<file path="src/rtl/neuron_layer_seq_if.sv">
// rtl/neuron_layer_seq_if.sv - weight ROM, activation and result-stream bus of the layer controller
//
// Purpose: bundles the signals between the layer controller and its
// neighbours: the synchronous weight ROM, the combinational activation unit
// and the per-neuron result stream.
// Ports (signals):
//   w_addr    controller -> ROM   weight address (neuron*N_INPUTS + input)
//   w_rd      controller -> ROM   read enable
//   w_data    ROM -> controller   signed weight, valid the cycle after w_rd
//   act_sum   controller -> act   signed neuron sum
//   act_out   act -> controller   activation result, combinational from act_sum
//   out_valid controller -> sink  one-cycle pulse per neuron result
//   out_idx   controller -> sink  neuron index of the result
//   out_data  controller -> sink  activated result
// Modports: master = controller side, slave = environment side.
interface neuron_layer_seq_if #(
  parameter int N_NEURONS   = 8,
  parameter int N_INPUTS    = 4,
  parameter int WEIGHT_BITS = 3,
  parameter int SUM_BITS    = 6,
  parameter int OUTPUT_BITS = 3
);
  localparam int AW = (N_NEURONS * N_INPUTS > 1) ? $clog2(N_NEURONS * N_INPUTS) : 1;
  localparam int NW = (N_NEURONS > 1) ? $clog2(N_NEURONS) : 1;

  logic [AW-1:0]          w_addr;
  logic                   w_rd;
  logic [WEIGHT_BITS-1:0] w_data;
  logic [SUM_BITS-1:0]    act_sum;
  logic [OUTPUT_BITS-1:0] act_out;
  logic                   out_valid;
  logic [NW-1:0]          out_idx;
  logic [OUTPUT_BITS-1:0] out_data;

  modport master (
    output w_addr, w_rd, act_sum, out_valid, out_idx, out_data,
    input  w_data, act_out
  );

  modport slave (
    input  w_addr, w_rd, act_sum, out_valid, out_idx, out_data,
    output w_data, act_out
  );
endinterface

</file>
<file path="src/rtl/neuron_layer_seq.sv">
// rtl/neuron_layer_seq.sv - time-multiplexed fully connected layer controller
//
// Purpose: evaluates N_NEURONS neurons one after another on a single signed
// multiply-accumulate path, presents each sum to an external activation unit,
// streams each activated result and keeps the whole layer output vector.
// Ports:
//   clk, rst_n  clock, asynchronous active-low reset
//   start       begin a layer run (sampled in IDLE only)
//   in_vec      layer inputs, input k at [k*INPUT_BITS +: INPUT_BITS]
//   bus         master side of neuron_layer_seq_if (ROM, activation, results)
//   out_vec     held layer result, neuron n at [n*OUTPUT_BITS +: OUTPUT_BITS]
//   busy        high from the cycle after start is accepted until done
//   done        one-cycle pulse at the end of a run
module neuron_layer_seq #(
  parameter int N_NEURONS   = 8,
  parameter int N_INPUTS    = 4,
  parameter int WEIGHT_BITS = 3,
  parameter int INPUT_BITS  = 1,
  parameter int SUM_BITS    = 6,
  parameter int OUTPUT_BITS = 3
) (
  input  logic                             clk,
  input  logic                             rst_n,
  input  logic                             start,
  input  logic [N_INPUTS*INPUT_BITS-1:0]   in_vec,
  neuron_layer_seq_if.master               bus,
  output logic [N_NEURONS*OUTPUT_BITS-1:0] out_vec,
  output logic                             busy,
  output logic                             done
);
  localparam int AW  = (N_NEURONS * N_INPUTS > 1) ? $clog2(N_NEURONS * N_INPUTS) : 1;
  localparam int NW  = (N_NEURONS > 1) ? $clog2(N_NEURONS) : 1;
  localparam int KCW = $clog2(N_INPUTS + 1);

  typedef enum logic [1:0] {IDLE, ACC, ACT, FIN} state_t;

  state_t                       state_q;
  logic [INPUT_BITS-1:0]        in_q [N_INPUTS];
  logic [KCW-1:0]               k_q;
  logic [NW-1:0]                n_q;
  logic [AW-1:0]                w_addr_q;
  logic                         w_rd_q;
  logic signed [SUM_BITS-1:0]   acc_q;
  logic signed [SUM_BITS-1:0]   act_sum_q;
  logic [OUTPUT_BITS-1:0]       out_arr_q [N_NEURONS];
  logic                         out_valid_q;
  logic [NW-1:0]                out_idx_q;
  logic [OUTPUT_BITS-1:0]       out_data_q;
  logic                         busy_q;
  logic                         done_q;

  logic [INPUT_BITS-1:0]        x_raw;
  logic                         x_sign;
  logic signed [SUM_BITS-1:0]   w_ext;
  logic signed [SUM_BITS-1:0]   x_ext;
  logic signed [SUM_BITS-1:0]   prod;
  logic signed [SUM_BITS-1:0]   acc_d;

  // ACC cycle k consumes the weight fetched in cycle k-1, so it pairs with input k-1.
  always_comb begin
    x_raw = '0;
    for (int i = 0; i < N_INPUTS; i++) begin
      if (k_q == KCW'(i + 1)) x_raw = in_q[i];
    end
    x_sign = (INPUT_BITS > 1) ? x_raw[INPUT_BITS-1] : 1'b0;
    w_ext  = {{(SUM_BITS-WEIGHT_BITS){bus.w_data[WEIGHT_BITS-1]}}, bus.w_data};
    x_ext  = {{(SUM_BITS-INPUT_BITS){x_sign}}, x_raw};
    prod   = w_ext * x_ext;
    acc_d  = (k_q != '0) ? acc_q + prod : acc_q;
  end

  always_ff @(posedge clk or negedge rst_n) begin
    if (!rst_n) begin
      state_q     <= IDLE;
      k_q         <= '0;
      n_q         <= '0;
      w_addr_q    <= '0;
      w_rd_q      <= 1'b0;
      acc_q       <= '0;
      act_sum_q   <= '0;
      out_valid_q <= 1'b0;
      out_idx_q   <= '0;
      out_data_q  <= '0;
      busy_q      <= 1'b0;
      done_q      <= 1'b0;
      for (int i = 0; i < N_INPUTS; i++) in_q[i] <= '0;
      for (int i = 0; i < N_NEURONS; i++) out_arr_q[i] <= '0;
    end else begin
      out_valid_q <= 1'b0;
      done_q      <= 1'b0;
      // Lags the state by one edge so busy rises the cycle after acceptance
      // and falls together with the done pulse.
      busy_q      <= (state_q == ACC) || (state_q == ACT);
      case (state_q)
        IDLE: begin
          if (start) begin
            for (int i = 0; i < N_INPUTS; i++) in_q[i] <= in_vec[i*INPUT_BITS +: INPUT_BITS];
            n_q      <= '0;
            k_q      <= '0;
            acc_q    <= '0;
            w_rd_q   <= 1'b1;
            w_addr_q <= '0;
            state_q  <= ACC;
          end
        end
        ACC: begin
          acc_q <= acc_d;
          if (k_q == KCW'(N_INPUTS)) begin
            act_sum_q <= acc_d;
            w_rd_q    <= 1'b0;
            state_q   <= ACT;
          end else begin
            k_q <= k_q + 1'b1;
            // The last fetch was issued at k = N_INPUTS-1; the final ACC cycle only accumulates.
            if (k_q == KCW'(N_INPUTS - 1)) begin
              w_rd_q <= 1'b0;
            end else begin
              w_rd_q   <= 1'b1;
              w_addr_q <= w_addr_q + 1'b1;
            end
          end
        end
        ACT: begin
          out_valid_q    <= 1'b1;
          out_idx_q      <= n_q;
          out_data_q     <= bus.act_out;
          out_arr_q[n_q] <= bus.act_out;
          if (n_q == NW'(N_NEURONS - 1)) begin
            state_q <= FIN;
          end else begin
            // Addresses are contiguous across neurons, so the next one starts one past the last fetch.
            n_q      <= n_q + 1'b1;
            k_q      <= '0;
            acc_q    <= '0;
            w_rd_q   <= 1'b1;
            w_addr_q <= w_addr_q + 1'b1;
            state_q  <= ACC;
          end
        end
        FIN: begin
          done_q  <= 1'b1;
          state_q <= IDLE;
        end
        default: state_q <= IDLE;
      endcase
    end
  end

  assign bus.w_addr    = w_addr_q;
  assign bus.w_rd      = w_rd_q;
  assign bus.act_sum   = act_sum_q;
  assign bus.out_valid = out_valid_q;
  assign bus.out_idx   = out_idx_q;
  assign bus.out_data  = out_data_q;
  assign busy          = busy_q;
  assign done          = done_q;

  for (genvar g = 0; g < N_NEURONS; g++) begin : g_out_vec
    assign out_vec[g*OUTPUT_BITS +: OUTPUT_BITS] = out_arr_q[g];
  end
endmodule

</file>
<file path="src/flat_wrapper.sv">
// flat-port wrapper written by rule: the top's interface ports become plain ports
module neuron_layer_seq_flat 
#(
  parameter int N_NEURONS   = 8,
  parameter int N_INPUTS    = 4,
  parameter int WEIGHT_BITS = 3,
  parameter int INPUT_BITS  = 1,
  parameter int SUM_BITS    = 6,
  parameter int OUTPUT_BITS = 3
)
  (clk, rst_n, start, in_vec, out_vec, busy, done, bus_w_addr, bus_w_rd, bus_act_sum, bus_out_valid, bus_out_idx, bus_out_data, bus_w_data, bus_act_out);
  neuron_layer_seq_if #(.N_NEURONS(N_NEURONS), .N_INPUTS(N_INPUTS), .WEIGHT_BITS(WEIGHT_BITS), .SUM_BITS(SUM_BITS), .OUTPUT_BITS(OUTPUT_BITS)) bus_i ();
  input  logic clk;
  input  logic rst_n;
  input  logic start;
  input  logic [N_INPUTS*INPUT_BITS-1:0] in_vec;
  output logic [N_NEURONS*OUTPUT_BITS-1:0] out_vec;
  output logic busy;
  output logic done;
  output wire logic [$bits(bus_i.w_addr)-1:0] bus_w_addr;
  output wire logic [$bits(bus_i.w_rd)-1:0] bus_w_rd;
  output wire logic [$bits(bus_i.act_sum)-1:0] bus_act_sum;
  output wire logic [$bits(bus_i.out_valid)-1:0] bus_out_valid;
  output wire logic [$bits(bus_i.out_idx)-1:0] bus_out_idx;
  output wire logic [$bits(bus_i.out_data)-1:0] bus_out_data;
  input wire logic [$bits(bus_i.w_data)-1:0] bus_w_data;
  input wire logic [$bits(bus_i.act_out)-1:0] bus_act_out;
  assign bus_w_addr = bus_i.w_addr;
  assign bus_w_rd = bus_i.w_rd;
  assign bus_act_sum = bus_i.act_sum;
  assign bus_out_valid = bus_i.out_valid;
  assign bus_out_idx = bus_i.out_idx;
  assign bus_out_data = bus_i.out_data;
  assign bus_i.w_data = bus_w_data;
  assign bus_i.act_out = bus_act_out;
  neuron_layer_seq #(.N_NEURONS(N_NEURONS), .N_INPUTS(N_INPUTS), .WEIGHT_BITS(WEIGHT_BITS), .INPUT_BITS(INPUT_BITS), .SUM_BITS(SUM_BITS), .OUTPUT_BITS(OUTPUT_BITS)) u_core (.clk(clk), .rst_n(rst_n), .start(start), .in_vec(in_vec), .bus(bus_i), .out_vec(out_vec), .busy(busy), .done(done));
endmodule
</file>
<file path="config.mk">
export PLATFORM = sky130hd
export DESIGN_NAME = neuron_layer_seq_flat
export DESIGN_NICKNAME = d
export VERILOG_FILES = /design/src/rtl/neuron_layer_seq_if.sv /design/src/rtl/neuron_layer_seq.sv /design/src/flat_wrapper.sv
export SDC_FILE = /design/constraint.sdc
export NUM_CORES = 1
export LEC_CHECK = 0
export CAP_MARGIN = 10
export CORE_ASPECT_RATIO = 1.4
export CORE_MARGIN = 5
export CORE_UTILIZATION = 35
export DETAILED_ROUTE_END_ITERATION = 7
export PLACE_DENSITY = 0.58
export REMOVE_ABC_BUFFERS = 1
export SLEW_MARGIN = 10
export SYNTH_ARGS = -nofsm -noshare
export SYNTH_HDL_FRONTEND = slang
export SYNTH_SLANG_ARGS = --single-unit
export TNS_END_PERCENT = 10
</file>
<file path="constraint.sdc">
create_clock -name clk -period 2.9 [get_ports clk]
set_input_delay 0.29 -clock clk [delete_from_list [all_inputs] [get_ports clk]]
set_output_delay 0.29 -clock clk [all_outputs]
set_load 0.1 [all_outputs]
</file>
==> run summary, run 1 <==
CTS buffer count = 9
Data required, critical path = 3.11 ns
Tot GR Track Use = 13.48%
Die X = 88.27 µm
Hold Slack = -0.01189 ns
largest net degree at the start of global routing = 28
Crit-path slowest cell = dfrtp_1
Synth Register Bits = 63
clk sinks = 63
CP max FO = 4
share of layout cells above drive strength 1 = 40.67%
Max Slew Vio Count = 0
CTS clk-pin slew, worst paths = 0.06 ns
Chip Height = 119.6 µm
hpwl dp = 4.959 mm
Hold/Removal Path Class = in -> async
# IOs = 58
initial antenna violation count = 0
Fillers = 800
failing checks = hold timing
Bufs and invs on worst path = 0
vias in the first global route = 2,286
post-layout util = 47.79%
drt total wl = 6.811 mm
Inserted Diodes = 0
Area Overhead vs Synth = 35.47%
die area = 10,550 µm²
RSZ-0062 raised after global routing = no
Pre-Repair DR Iteration Count = 4
H-tree depth = 3
clk root buf = clkbuf_16
crit-path cells = ha_1 > ha_2 > a211o_4 > a31oi_4 > and2_4 > ha_4 > a21o_1 > a21oi_1 > xor2_1 > o31ai_1 > a22o_1
CTS Buffer Depth = 2
CP startpoint kind = flop
f_max = 363.8 MHz
critical path's largest stage delay = 0.42 ns
Synth Cell Area = 3002 µm²
Layout Nets = 354
Cells after Synth = 250
DR vias/cell = 5.053
status = finished, violations left
max cap viols = 0
ANT nets after route = 0
Clock Skew = 0.006394 ns
Detailed Route Iter0 Violations = 64
final hold vios = 25
CTS tree = done
endpoint class of the critical path = flop
Worst path top cell family by delay = compound AO/OA/AOI/OAI gates
top cells by area, synth = dfrtp_1 53%, mux2_2 14%, ha_1 7.5%
starting density of the core = 35.28%
Finish-stage setup viols = 0
vias post-DR = 2,183
Yosys top cell area share = 52.52%
Tmin final = 2.749 ns
Port Buffers = 57
Placeable Area = 8508 µm²
worst skew pair latency = 0.32 ns
Final Cell Area = 4066 µm²
grt total ovfl = 0
sequential area share after synthesis = 52.52%
Worst Tran Pin Value = 0.6344 ns
Slew headroom = 57.71%
DRC viols = 0
global-route wire length before repair = 11.15 mm
gpl congestion = 0.7792
kind of critical path = reg -> reg
synth unique cells = 38
Avg Cell Area, Syn = 12.01 µm²
per-cell routed wire length = 15.77 µm
Arrival @ worst endpoint = 2.96 ns
Yosys top cell by area = dfrtp_1
Syn. warnings = 0
Final Cycle Share = 94.78%
# rows = 40
placed cell areas = 3630 µm²
## cell type report
class	instances	area (µm²)	share of cell area (%)
clock inverter	6	68.82	1.692
inverter	7	26.28	0.6462
clock buffer	10	239.0	5.877
multi-input combinational	172	1481	36.43
timing repair buffer	69	543.0	13.35
sequential	63	1577	38.77
tap	105	131.4	3.231
## Yosys cell counts
cell type and number:
and2_1 4, nand3b_1 1, xnor2_1 3, nand2_1 24
a21o_1 4, nor3b_4 1, nand4_1 1, o21bai_1 1
nand3b_4 1, a32o_1 2, dfrtp_1 63, mux2_2 36
buf_2 1, nor3_1 4, a31oi_2 1, o21ai_0 20
inv_1 7, a41o_1 1, o22ai_1 1, ha_1 18
buf_1 1, nor3b_1 2, a21oi_1 10, nor2_1 6
a31oi_1 3, a211o_1 1, nor3_2 1, o31ai_1 3
and4b_1 1, fa_1 1, a211oi_1 1, xor2_1 2
nand2b_1 2, nand3_1 3, a22o_1 7, clkbuf_1 6
nor2b_1 3, nand4b_1 3
## routing by layer
metal  share of wire (%)  routed length, µm  GRT usage, %
met2                  51               3444         21.86
met4                 1.7                116         5.198
met1                  43               2914         16.99
met5                   0                  0             0
met3                 4.9                336         3.434
## state kept, by name (all words and copies together) (netlist names)
name                  count
u_core.out_vec           24
u_core.bus.out_valid      1
u_core.k_q                3
u_core.done               1
u_core.bus.out_idx        3
u_core.in_q               4
u_core.bus.out_data       3
u_core.busy               1
u_core.state_q            2
u_core.bus.w_rd           1
u_core.bus.act_sum        6
u_core.n_q                3
u_core.acc_q              6
u_core.bus.w_addr         5
## per-stage QoR
stage	instances	TNS [ns]	hold WS [ns]	setup WS, ns
CTS	431	-0.008076	0.008060	-0.005129
global route	432	0	0.03646	0.01059
floorplan	242	0	-0.005591	0.1802
finish	432	0	-0.01189	0.1515
global placement	414	-0.01021	0.3461	-0.01021
detailed placement	414	-0.1653	0.3569	-0.09393
## worst reg2reg max path, cell delays in order (launching register included)
cell,delay [ns]
dfrtp_1,0.42
ha_1,0.24
ha_2,0.22
a211o_4,0.30
a31oi_4,0.20
and2_4,0.19
ha_4,0.20
a21o_1,0.17
a21oi_1,0.17
xor2_1,0.23
o31ai_1,0.11
a22o_1,0.20
## cell families after synthesis
family / Yosys count / synth area share (%)
adders and majority gates: 19 / 8.170
and+or+nand+nor: 57 / 10.59
AOI/OAI and AO/OA: 55 / 11.84
muxes: 36 / 13.51
xor gates and xnor gates: 5 / 1.459
buffers and inverters: 15 / 1.917
DFF: 63 / 52.52
## layout by cell type (no fill, tap or decap), drive strengths merged, types with 2 or more instances in the layout
cell	Yosys	routed
dfrtp	63	63
clkbuf	6	10
buf	2	58
nor3	5	5
a31oi	4	4
mux2	36	36
a21oi	10	10
nand2	24	24
a32o	2	2
clkinv	0	3
nor3b	3	3
xor2	2	2
o31ai	3	3
nand4b	3	3
nor2b	3	3
xnor2	3	3
o21ai	20	20
inv	7	8
and2	4	4
nor2	6	6
a21o	4	4
a22o	7	7
nand3	3	3
nand3b	2	2
nand2b	2	2
clkdlybuf4s50	0	11
ha	18	18
## worst paths after layout
| check | from | end | slack, ns | depth (start not counted) |
|---|---|---|---|---|
| max | u_core.k_q[0]$_DFFE_PN0P_ | u_core.acc_q[3]$_DFFE_PN0P_ | 0.15 | 11 |
| min | rst_n | u_core.out_vec[13]$_DFFE_PN0P_ | -0.01 | 1 |
| max reg2reg | u_core.k_q[0]$_DFFE_PN0P_ | u_core.acc_q[3]$_DFFE_PN0P_ | 0.15 | 11 |
| min reg2reg | u_core.bus.w_addr[4]$_DFFE_PN0P_ | u_core.bus.w_addr[4]$_DFFE_PN0P_ | 0.49 | 1 |
| max in group asynchronous | rst_n | u_core.state_q[1]$_DFFE_PN0P_ | 2.20 | 2 |
| min in group clk | u_core.bus.w_addr[4]$_DFFE_PN0P_ | u_core.bus.w_addr[4]$_DFFE_PN0P_ | 0.49 | 1 |
## timing repair
| action | 4_1_cts | 5_1_grt |
|---|---|---|
| setup buffers | 1 | 1 |
| pin swaps | 5 | 9 |
| gates resized for setup | 8 | 16 |
| hold buffers | 0 | 0 |
| hold endpoints to repair | 0 | 0 |
| endpoints found under the setup margin | 4 | 6 |
Power of run 1 is left out: the tool's default activity adds up to more than one toggle a clock period on the data nets, which glitch-free logic cannot reach.
==> run 2, diff against run 1 <==
--- a/config.mk
+++ b/config.mk
@@ -12,7 +12,7 @@
 export DETAILED_ROUTE_END_ITERATION = 7
 export PLACE_DENSITY = 0.58
 export REMOVE_ABC_BUFFERS = 1
-export SLEW_MARGIN = 10
+export SLEW_MARGIN = 15
 export SYNTH_ARGS = -nofsm -noshare
 export SYNTH_HDL_FRONTEND = slang
 export SYNTH_SLANG_ARGS = --single-unit
==> results of run 2 <==
Same layout as run 1: the final DEF is identical, and so are final timing and power.
Power of run 2 is left out for the same reason.
